[src/rtl/cdc_src_arbiter.sv]
// Source-side front end of a two-phase toggle req/ack CDC channel, round-robin shared by N_REQ requesters.
// Optional ack watchdog with sticky timeout_o is built when CDC_ARB_TIMEOUT_EN is defined.
module cdc_src_arbiter #(
  parameter int N_REQ          = 4,
  parameter int DW             = 32,
  parameter int SYNC_STAGES    = 2,
  parameter int TIMEOUT_CYCLES = 1024,
  localparam int IW            = (N_REQ > 1) ? $clog2(N_REQ) : 1
) (
  input  logic                clk_i,
  input  logic                rst_i,
  input  logic [N_REQ-1:0]    req_valid_i,
  input  logic [N_REQ*DW-1:0] req_data_i,
  output logic [N_REQ-1:0]    req_ready_o,
  output logic                async_req_o,
  output logic [DW-1:0]       async_data_o,
  output logic [IW-1:0]       async_src_o,
  input  logic                async_ack_i,
  output logic                busy_o
`ifdef CDC_ARB_TIMEOUT_EN
  ,
  output logic                timeout_o
`endif
);

  localparam logic [0:0] ST_IDLE = 1'b0;
  localparam logic [0:0] ST_WAIT = 1'b1;

  logic [0:0]             state;
  logic [IW-1:0]          ptr;
  logic [IW-1:0]          win;
  logic [IW-1:0]          ptr_next;
  logic                   any_vld;
  logic [SYNC_STAGES-1:0] ack_sync;
  logic                   ack_edge;
  logic                   ack_evt;
  logic [DW-1:0]          data_arr [N_REQ];

  for (genvar k = 0; k < N_REQ; k++) begin : g_unpack
    assign data_arr[k] = req_data_i[k*DW +: DW];
  end

  // Ack synchronizer followed by an edge-detect flop; each toggle yields one ack_evt pulse.
  always_ff @(posedge clk_i or posedge rst_i) begin
    if (rst_i) begin
      ack_sync <= '0;
      ack_edge <= 1'b0;
    end else begin
      ack_sync <= {ack_sync[SYNC_STAGES-2:0], async_ack_i};
      ack_edge <= ack_sync[SYNC_STAGES-1];
    end
  end

  assign ack_evt = ack_sync[SYNC_STAGES-1] != ack_edge;

  // Round-robin scan starting at ptr; the first valid requester found wins.
  always_comb begin
    int idx;
    idx     = 0;
    win     = '0;
    any_vld = 1'b0;
    for (int i = 0; i < N_REQ; i++) begin
      idx = (int'(ptr) + i) % N_REQ;
      if (!any_vld && req_valid_i[IW'(idx)]) begin
        any_vld = 1'b1;
        win     = IW'(idx);
      end
    end
  end

  assign ptr_next = (win == IW'(N_REQ - 1)) ? '0 : win + IW'(1);

  always_comb begin
    req_ready_o = '0;
    if (state == ST_IDLE && any_vld) req_ready_o[win] = 1'b1;
  end

  assign busy_o = (state == ST_WAIT);

  always_ff @(posedge clk_i or posedge rst_i) begin
    if (rst_i) begin
      state        <= ST_IDLE;
      ptr          <= '0;
      async_req_o  <= 1'b0;
      async_data_o <= '0;
      async_src_o  <= '0;
    end else begin
      case (state)
        ST_IDLE: begin
          if (any_vld) begin
            async_data_o <= data_arr[win];
            async_src_o  <= win;
            async_req_o  <= ~async_req_o;
            ptr          <= ptr_next;
            state        <= ST_WAIT;
          end
        end
        default: begin
          if (ack_evt) state <= ST_IDLE;
        end
      endcase
    end
  end

`ifdef CDC_ARB_TIMEOUT_EN
  localparam int CW = $clog2(TIMEOUT_CYCLES + 1);

  logic [CW-1:0] tmo_cnt;

  // Counter is held at zero in IDLE, so it starts from zero on every WAIT entry and saturates.
  always_ff @(posedge clk_i or posedge rst_i) begin
    if (rst_i) begin
      tmo_cnt   <= '0;
      timeout_o <= 1'b0;
    end else if (state == ST_IDLE) begin
      tmo_cnt <= '0;
      if (ack_evt) timeout_o <= 1'b1;
    end else begin
      if (tmo_cnt != CW'(TIMEOUT_CYCLES)) tmo_cnt <= tmo_cnt + CW'(1);
      if (tmo_cnt == CW'(TIMEOUT_CYCLES - 1)) timeout_o <= 1'b1;
    end
  end
`endif

endmodule

[config.mk]
export PLATFORM = sky130hd
export DESIGN_NAME = cdc_src_arbiter
export DESIGN_NICKNAME = d
export VERILOG_FILES = /design/src/rtl/cdc_src_arbiter.sv
export SDC_FILE = /design/constraint.sdc
export NUM_CORES = 1
export LEC_CHECK = 0
export ABC_AREA = 1
export CAP_MARGIN = 20
export CELL_PAD_IN_SITES_DETAIL_PLACEMENT = 1
export CELL_PAD_IN_SITES_GLOBAL_PLACEMENT = 1
export CORE_MARGIN = 2
export CORE_UTILIZATION = 25
export CTS_CLUSTER_DIAMETER = 100
export DETAILED_ROUTE_END_ITERATION = 16
export PLACE_DENSITY_LB_ADDON = 0.1
export SYNTH_ARGS = -nofsm -noshare
export SYNTH_HDL_FRONTEND = slang
export SYNTH_SLANG_ARGS = --single-unit
[constraint.sdc]
create_clock -name clk_i -period 2.67 [get_ports clk_i]
set_clock_uncertainty 0.15 [all_clocks]
set_input_delay 0.4005 -clock clk_i [delete_from_list [all_inputs] [get_ports clk_i]]
set_output_delay 0.4005 -clock clk_i [all_outputs]
set_load 0.005 [all_outputs]
== Word-level counts from Yosys, hierarchy flattened ==
Index checks and enable logic that the tools add are counted.

* Flip-flop bits (word level): 41
* Bits in latches: 0
* Bits in writable memories: 0
* ROM bits: 0
* Word-level logic and storage cells: 62
* Memories kept: 0

* $add $sub $neg: 4
* Multiply operators: 0
* Divide/modulo/power cells: 0
* Magnitude comparators: 7
* Equality and inequality tests: 2
* Shift operators: 0
* Muxes and demuxes: 30
* Bitwise gates (word level): 3
* Reductions and logical operators: 9

{| class="wikitable"
|+ Operators by type and width
! cell !! number
|-
| 32-bit binary-select mux with 2-bit select || 1
|-
| 32-bit 2-to-1 mux || 2
|-
| 2-bit by 4-bit less-than comparator with 1-bit output, second input constant || 4
|-
| 1-bit 2-to-1 mux || 16
|-
| 2-bit 2-to-1 mux || 5
|-
| 1-bit binary-select mux with 2-bit select || 4
|-
| 1-bit logical AND || 5
|-
| 2-bit by 1-bit adder with 2-bit output, second input constant || 2
|-
| 2-bit adder, second input constant || 2
|-
| 4-bit 2-to-1 mux || 1
|-
| 3-bit >= comparator, second input constant || 1
|-
| 1-bit logical NOT || 3
|-
| 2-bit by 3-bit less-than comparator with 1-bit output, second input constant || 1
|-
| 2-bit NOT with 3-bit output || 1
|-
| 1-bit demux with 2-bit select || 1
|-
| 2-bit == test, second input constant || 1
|-
| 2-bit by 1-bit >= comparator with 1-bit output, second input constant || 1
|-
| 1-bit NOT || 2
|-
| 2-bit AND reduction || 1
|-
| 1-bit != test || 1
|}

== Logic depth before layout (Yosys ltp) ==
Gate-level depths: netlist of the first run.

* Depth in word-level cells: 18
* Depth in mapped cells: 18

== Least setup slack after synthesis of the first run ==
Ideal clock, no wire load.

* Path kind: reg2out
* Start point: register ptr[0]
* End point: output port req_ready_o[1]
* Arrival: 1586 ps
* Data required time: 2119 ps
* Path slack: 534 ps
* Stages on the path, launching flop included: 15
* Cell sequence: dfrtp_1 -> buf_4 -> nand2_1 -> nand2_2 -> nand2_1 -> nand2_1 -> nand2_1 -> nand2_1 -> nand2_1 -> nand3_4 -> buf_6 -> buf_8 -> nor2_1 -> nand2_1 -> inv_1

* Word-level cells in the longest chain between the ends: 18
* Elaborated cells between the ends (all ways): 36

{| class="wikitable"
|+ Ends and longest elaborated chain
! item !! RTL line !! RTL
|-
| from (decl) || 30 || <nowiki>logic [IW-1:0] ptr;</nowiki>
|-
| from (signal assigned) || 94 || <nowiki>ptr <= ptr_next;</nowiki>
|-
| branches (longest 17 deep; another with 2-bit by 1-bit adder with 2-bit output) || - ||
|-
| 4-bit 2-to-1 mux * || 75 || <nowiki>if (state == ST_IDLE && any_vld) req_ready_o[win] = 1'b1;</nowiki>
|-
| to (decl) || 14 || <nowiki>output logic [N_REQ-1:0] req_ready_o,</nowiki>
|}

Mark *: on every way between the ends. The select of a mux whose other input is x is not followed.

== Worst setup path after layout of the first run ==
* Start point: register ptr[0]
* End point: output port req_ready_o[0]

Same word-level chain as after synthesis.

==> results of run 1 <==
==> stage by stage <==
| stage | util (%) | worst slack (ps) | area, um2 | hold WS, ps |
|---|---|---|---|---|
| CTS | 43.0 | -62.6 | 5380 | 215 |
| detailed placement | 40.7 | -294 | 5100 | 200 |
| global route | 43.8 | -89.8 | 5480 | 216 |
| finish | 43.8 | -23.6 | 5480 | 209 |
| global placement | 40.7 | -138 | 5100 | 183 |
| floorplan | - | 534 | 3170 | 181 |
==> flip-flops by register name (all words and copies together), names as in the netlist <==
name	count
ack_edge	1
async_data_o	32
async_req_o	1
ptr	2
ack_sync	2
async_src_o	2
busy_o	1
==> power breakdown <==
| part | internal [mW] | total, mW | switching, mW |
|---|---|---|---|
| sequential | 0.918 | 1.07 | 0.156 |
| combinational | 2.51 | 6.27 | 3.76 |
| clock | 0.346 | 0.603 | 0.257 |
==> cells in the final DEF, fill, tap and decap left out, drive strengths merged <==
cell type      instances
dlymetal6s2s           2
nand2                363
inv                   15
o211ai                 1
dfrtp                 41
clkdlybuf4s50        167
clkbuf                 7
dlygate4sd2            1
buf                   37
a31oi                  1
xor2                   1
clkinvlp               3
nor2                   4
o21ai                  3
nand4                  1
nand3                 75
xnor2                  1
a21oi                  1
==> repair_timing <==
item                       4_1_cts  5_1_grt
setup endpoints to repair        4       35
pin swaps                        7       14
setup buffers                    9        4
gates resized for setup         37       29
==> final timing paths <==
path	start	end	slack, ps	cells after the start
worst min register to register	ack_sync[0]$_DFF_PP0_	ack_sync[1]$_DFF_PP0_	210	0
worst max-delay path	ptr[0]$_DFFE_PP0P_	req_ready_o[0]	-20	12
min in group asynchronous	rst_i	ptr[1]$_DFFE_PP0P_	420	3
max in group asynchronous	rst_i	async_data_o[13]$_DFFE_PP0P_	1550	3
worst min-delay path	ack_sync[0]$_DFF_PP0_	ack_sync[1]$_DFF_PP0_	210	0
worst max register to register	ptr[0]$_DFFE_PP0P_	async_data_o[12]$_DFFE_PP0P_	150	16
==> kinds of logic (layout without fill, tap and decap cells) <==
group / Yosys count / after routing / synth area share [%]
xor+xnor: 2 / 2 / 0.552
simple gates: 443 / 443 / 57.2
flops: 41 / 41 / 32.3
compound gates: 6 / 6 / 1.06
buf+inv: 50 / 232 / 8.83
==> worst max-delay path, cell delays in order (launching register included) <==
cell and delay [ps]:
dfrtp_1 420, buf_6 150, nand2_1 60, nand2_1 110, nand2_1 130, nand2_2 90, a31oi_1 200, nand3_2 160
inv_2 90, buf_4 120, nand2_1 60, nor2_1 130, buf_2 130
==> metal layers <==
layer | track usage [%] | part of all wire [%]
met1 | 22.7 | 43
met2 | 35.2 | 50
met3 | 4.93 | 6.6
met4 | 2.75 | 0.84
met5 | 0 | 0
==> area by class of cell <==
type | instances | share of cell area (%)
clock buffers | 5 | 2.28
clock inverters | 3 | 0.411
flip-flops and latches | 41 | 18.7
inverters | 15 | 1.16
multi-input cells | 451 | 36.5
well taps | 172 | 3.93
repair buffers | 209 | 36.9
==> impl_metrics.csv, run 1 <==
group,metric,value,unit
outcome,status,"finished with violations",
outcome,violations,"negative setup slack",
sta,worst_slew_pin_slew,569,ps
route,wl,13300,um
place,io_buffers,174,
worst_setup_path,cp.required,2120,ps
logic_synthesis,synth_common_cells,"nand2_1, nand3_1, dfrtp_1",
clock_tree,cts-root-buf,"clkbuf_16",
sta,hold_violations,0,
clock_tree,clockBufferDepth,2,
logic_synthesis,syn_area_per_cell,5.86,um2
route,drtIter0Drc,160,
worst_setup_path,start_kind,"register",
route,wl_per_cell,14.9,um
global_routing,grtUsageTotal,19.1,%
clock_tree,h-tree-depth,2,
route,drc_errors,0,
route,first_pass_iters,4,
sta,fmax,371,MHz
final_layout,drive_gt1_share,13.4,%
floorplanning,die_w,117,um
worst_setup_path,worst-path-max-fanout,6,
sta,fin_setup_tns,-23.6,ps
sta,max_slew_margin,62.1,%
final_layout,n_fill_cell,1674,
final_layout,multi_input_area,2000,um2
floorplanning,ioPinCount,175,
logic_synthesis,synth.most_common_cell,"nand2_1",
floorplanning,dieArea,13600,um2
logic_synthesis,synth_top_area_cell,"nand2_1",
power,powerDensity,1450,nW/um2
logic_synthesis,ys.flop_type,"dfrtp_1",
clock_tree,hold_buffers,0,
logic_synthesis,synth.top_cell.area_share,42.0,%
logic_synthesis,synthCells,542,
logic_synthesis,synth_nets,677,
sta,slew_violations,0,
clock_tree,cts_buffers,5,
clock_tree,tritoncts,"done",
clock_tree,clk_pin_slew,70,ps
route,vias_per_cell,4.51,
floorplanning,coreArea,12500,um2
global_routing,grt_pass1_vias,4298,
global_routing,grt_pass1_wl,20600,um
global_routing,antenna_found_initial,0,
logic_synthesis,synth_cell_types,24,
floorplanning,start_util,25.4,%
worst_setup_path,end_kind,"output pin",
route,ant_nets,0,
final_layout,layout.area.seq,1030,um2
power,power,7.94,mW
clock_tree,numClockSinks,41,
global_routing,grt_max_degree,42,
clock_tree,insertion_delay,280,ps
floorplanning,fp.dieH,117,um
place,dp_hpwl,9450,um
logic_synthesis,synth_seq_cells,41,
logic_synthesis,netlist_top_cells_area,"nand2_1, dfrtp_1, nand3_1",
final_layout,syn2layout_area_growth,72.6,%
sta,period_share,101,%
logic_synthesis,synthesis.area,3170,um2
power,irDropWorstVdd,0.615,mV
place,place_congestion,0.848,
power,leakage,2.84,nW
route,routed-via-count,4041,
worst_setup_path,arrival,2140,ps
final_layout,antenna_cells,0,
final_layout,nets,858,
floorplanning,core.rowCount,41,
global_routing,grt-ovfl-total,0,
worst_setup_path,critPathKind,"reg2out",
sta,setup_ws,-23.6,ps
logic_synthesis,yosys_warnings,0,
place,dp.cells,875,
sta,setup_viol,1,
sta,rsz0062_at_grt,"true",
run,cap_violations,0,
logic_synthesis,async_flop_share,100,%
logic_synthesis,seq_area_frac_synth,32.3,%
final_layout,final_cells,896,
logic_synthesis,synth-edff-count,0,
sta,min_period,2690,ps
hold_path,hp-class,"reg2reg",
Note: power is estimated with default switching activity, not from simulation.
==> run 2, diff against run 1 <==
--- a/config.mk
+++ b/config.mk
@@ -12,8 +12,10 @@
 export CORE_MARGIN = 2
 export CORE_UTILIZATION = 25
 export CTS_CLUSTER_DIAMETER = 100
+export CTS_CLUSTER_SIZE = 8
 export DETAILED_ROUTE_END_ITERATION = 16
 export PLACE_DENSITY_LB_ADDON = 0.1
+export REMOVE_ABC_BUFFERS = 1
 export SYNTH_ARGS = -nofsm -noshare
 export SYNTH_HDL_FRONTEND = slang
 export SYNTH_SLANG_ARGS = --single-unit
==> impl_metrics.csv, run 2 (synthesis gave the netlist of run 1 again) <==
group,metric,value,unit
final_layout,nets,847,
final_layout,syn2layout_area_growth,69.0,%
hold_path,hold_depth,0,
power,irDropWorstVdd,0.868,mV
worst_setup_path,slowest_delay,430,ps
global_routing,grt_max_degree,65,
route,routed-via-count,3953,
sta,min_period,2570,ps
sta,max_slew_margin,54.3,%
clock_tree,h-tree-depth,2,
power,leakage,2.78,nW
worst_setup_path,reg2reg_depth,15,
route,wl_per_cell,13.6,um
route,ant_nets,0,
clock_tree,clockBufferDepth,2,
global_routing,grt_pass1_vias,4114,
floorplanning,core.rowCount,41,
worst_setup_path,critPathBufInv,4,
global_routing,antenna_found_initial,0,
final_layout,layout_common_cells,"nand2_1, clkdlybuf4s50_1, nand3_1",
power,internal_power,3.63,mW
place,dp_hpwl,9070,um
sta,slew_violations,0,
worst_setup_path,crit_chain,"clkdlybuf4s50_1 > inv_2 > nand2_2 > nand3_4 > nand2_4 > nor2_4 > nand3_1 > nand3_2 > buf_4 > nand2_1 > nor2_1 > buf_2",
floorplanning,dieArea,13600,um2
power,p_sw_share,52.2,%
worst_setup_path,end_kind,"output pin",
clock_tree,hold_buffers,0,
power,powerDensity,1410,nW/um2
floorplanning,ioPinCount,175,
route,drc_errors,0,
global_routing,grtUsageTotal,17.9,%
global_routing,grt_pass1_wl,19500,um
clock_tree,clk_pin_slew,60,ps
power,seqPwrFrac,14.3,%
final_layout,antenna_cells,0,
power,clkPwrFrac,8.1,%
sta,fin_setup_tns,0,ps
worst_setup_path,start_kind,"input pin",
global_routing,grt-ovfl-total,0,
run,cap_violations,0,
clock_tree,cts_buffers,5,
final_layout,drive_gt1_share,10.7,%
outcome,status,"finished clean",
sta,setup_ws,98.4,ps
route,wl,12000,um
worst_setup_path,cp_top_family,"simple AND/OR/NAND/NOR gates",
clock_tree,insertion_delay,270,ps
final_layout,final_common_cell,"nand2_1",
sta,setup_viol,0,
sta,rsz0062_at_grt,"true",
floorplanning,start_util,25.4,%
route,vias_per_cell,4.47,
sta,period_share,96.3,%
worst_setup_path,critPathKind,"in2out",
final_layout,top_register,"async_data_o",
final_layout,multi_input_area,1960,um2
place,place_congestion,0.860,
worst_setup_path,worst-path-max-fanout,4,
route,drtIter0Drc,162,
clock_tree,numClockSinks,41,
worst_setup_path,worst-path-stages,12,
place,post-place-ws,-304,ps
clock_tree,tritoncts,"done",
route,first_pass_iters,4,
place,io_buffers,174,
worst_setup_path,cp.required,2120,ps
final_layout,largest_register_ffs,32,
final_layout,layout.area.seq,1030,um2
sta,fmax,389,MHz
hold_path,hp-class,"reg2reg",
final_layout,n_fill_cell,1656,
clock_tree,cts-root-buf,"clkbuf_16",
sta,worst_slew_pin_slew,685,ps
floorplanning,coreArea,12500,um2
floorplanning,die_w,117,um
power,combPwrFrac,77.6,%
floorplanning,fp.dieH,117,um
power,p_sw,3.96,mW
worst_setup_path,critPathSlowestCell,"clkdlybuf4s50_1",
worst_setup_path,arrival,2020,ps
sta,hold_violations,0,
-- run 2: changes by cell type in the layout (fill, tap and decap cells not counted), sizes merged --
cell / previous run / this run
clkinvlp: 3 / 0
dlygate4sd2: 1 / 2
clkdlybuf4s50: 167 / 168
clkbuf: 7 / 9
clkinv: 0 / 1
buf: 37 / 26
dlymetal6s2s: 2 / 0
-- run 2: layout make-up --
class                           instances  area share (%)
Clock buffer                            7            2.85
Clock inverter                          1          0.0933
Inverter                               15            1.19
Multi-Input combinational cell        451            36.5
Sequential cell                        41            19.2
Tap cell                              172            4.01
Timing Repair Buffer                  198            36.2
-- run 2: worst reg2reg max path, stage by stage, from the launching register on --
cell and delay [ps]:
dfrtp_2 470, inv_4 120, nand2_1 70, nand2_2 120, nand2_1 80, o21ai_1 160, nand3_4 140, nand3_4 120
buf_4 140, buf_4 340, nand2_1 90, nand2_1 90, nand2_1 50, nand2_1 90, nand2_1 50, nand2_1 60
-- run 2: metal layers --
metal / up-vias / share of wire, % / track usage (%)
met2: 101 / 52 / 33.2
met4: 0 / 1.4 / 4.86
met3: 12 / 5.5 / 3.48
met1: 1835 / 41 / 20.9
li1: 2005 / - / -
met5: - / 0 / 0
-- run 2: per-stage QoR --
step	hold slack (ps)	utilization, %	cells	area [um2]	power (mW)
finish	210	42.9	885	5360	7.59
CTS	212	42.8	883	5350	7.68
global route	214	42.9	885	5360	8.57
floorplan	181	-	507	2950	4.38
global placement	185	40.5	870	5070	6.63
detailed placement	198	40.5	870	5070	6.77
-- run 2: power by group through the flow --
| stage | Clock, mW | Combinational, mW | Sequential, mW |
|---|---|---|---|
| 2_1_floorplan | 0 | 3.29 | 1.09 |
| 3_3_place_gp | 0 | 5.56 | 1.06 |
| 3_5_place_dp | 0 | 5.69 | 1.08 |
| 4_1_cts | 0.643 | 5.95 | 1.08 |
| 5_1_grt | 0.667 | 6.78 | 1.12 |
| 6_report | 0.618 | 5.89 | 1.08 |
-- run 2: timing repair --
item | 4_1_cts | 5_1_grt
gates resized for setup | 38 | 9
hold endpoints to repair | 0 | 0
pin swaps | 10 | 5
setup endpoints to repair | 4 | 10
buffers inserted | 5 | 2
-- run 2: path summary, 6_finish.rpt --
check / to / slack (ps) / from
setup / recovery: req_ready_o[3] / 100 / req_valid_i[3]
hold / removal: ack_sync[1]$_DFF_PP0_ / 210 / ack_sync[0]$_DFF_PP0_
setup reg to reg: async_data_o[16]$_DFFE_PP0P_ / 250 / ptr[1]$_DFFE_PP0P_
hold reg to reg: ack_sync[1]$_DFF_PP0_ / 210 / ack_sync[0]$_DFF_PP0_
max in group asynchronous: ptr[1]$_DFFE_PP0P_ / 1570 / rst_i
min in group asynchronous: async_req_o$_DFFE_PP0P_ / 310 / rst_i
==> run 3, diff against run 2 <==
--- a/config.mk
+++ b/config.mk
@@ -16,6 +16,7 @@
 export DETAILED_ROUTE_END_ITERATION = 16
 export PLACE_DENSITY_LB_ADDON = 0.1
 export REMOVE_ABC_BUFFERS = 1
+export SLEW_MARGIN = 40
 export SYNTH_ARGS = -nofsm -noshare
 export SYNTH_HDL_FRONTEND = slang
 export SYNTH_SLANG_ARGS = --single-unit
==> results of run 3 <==
Same layout as run 2: the final DEF is identical, and so are final timing and power.
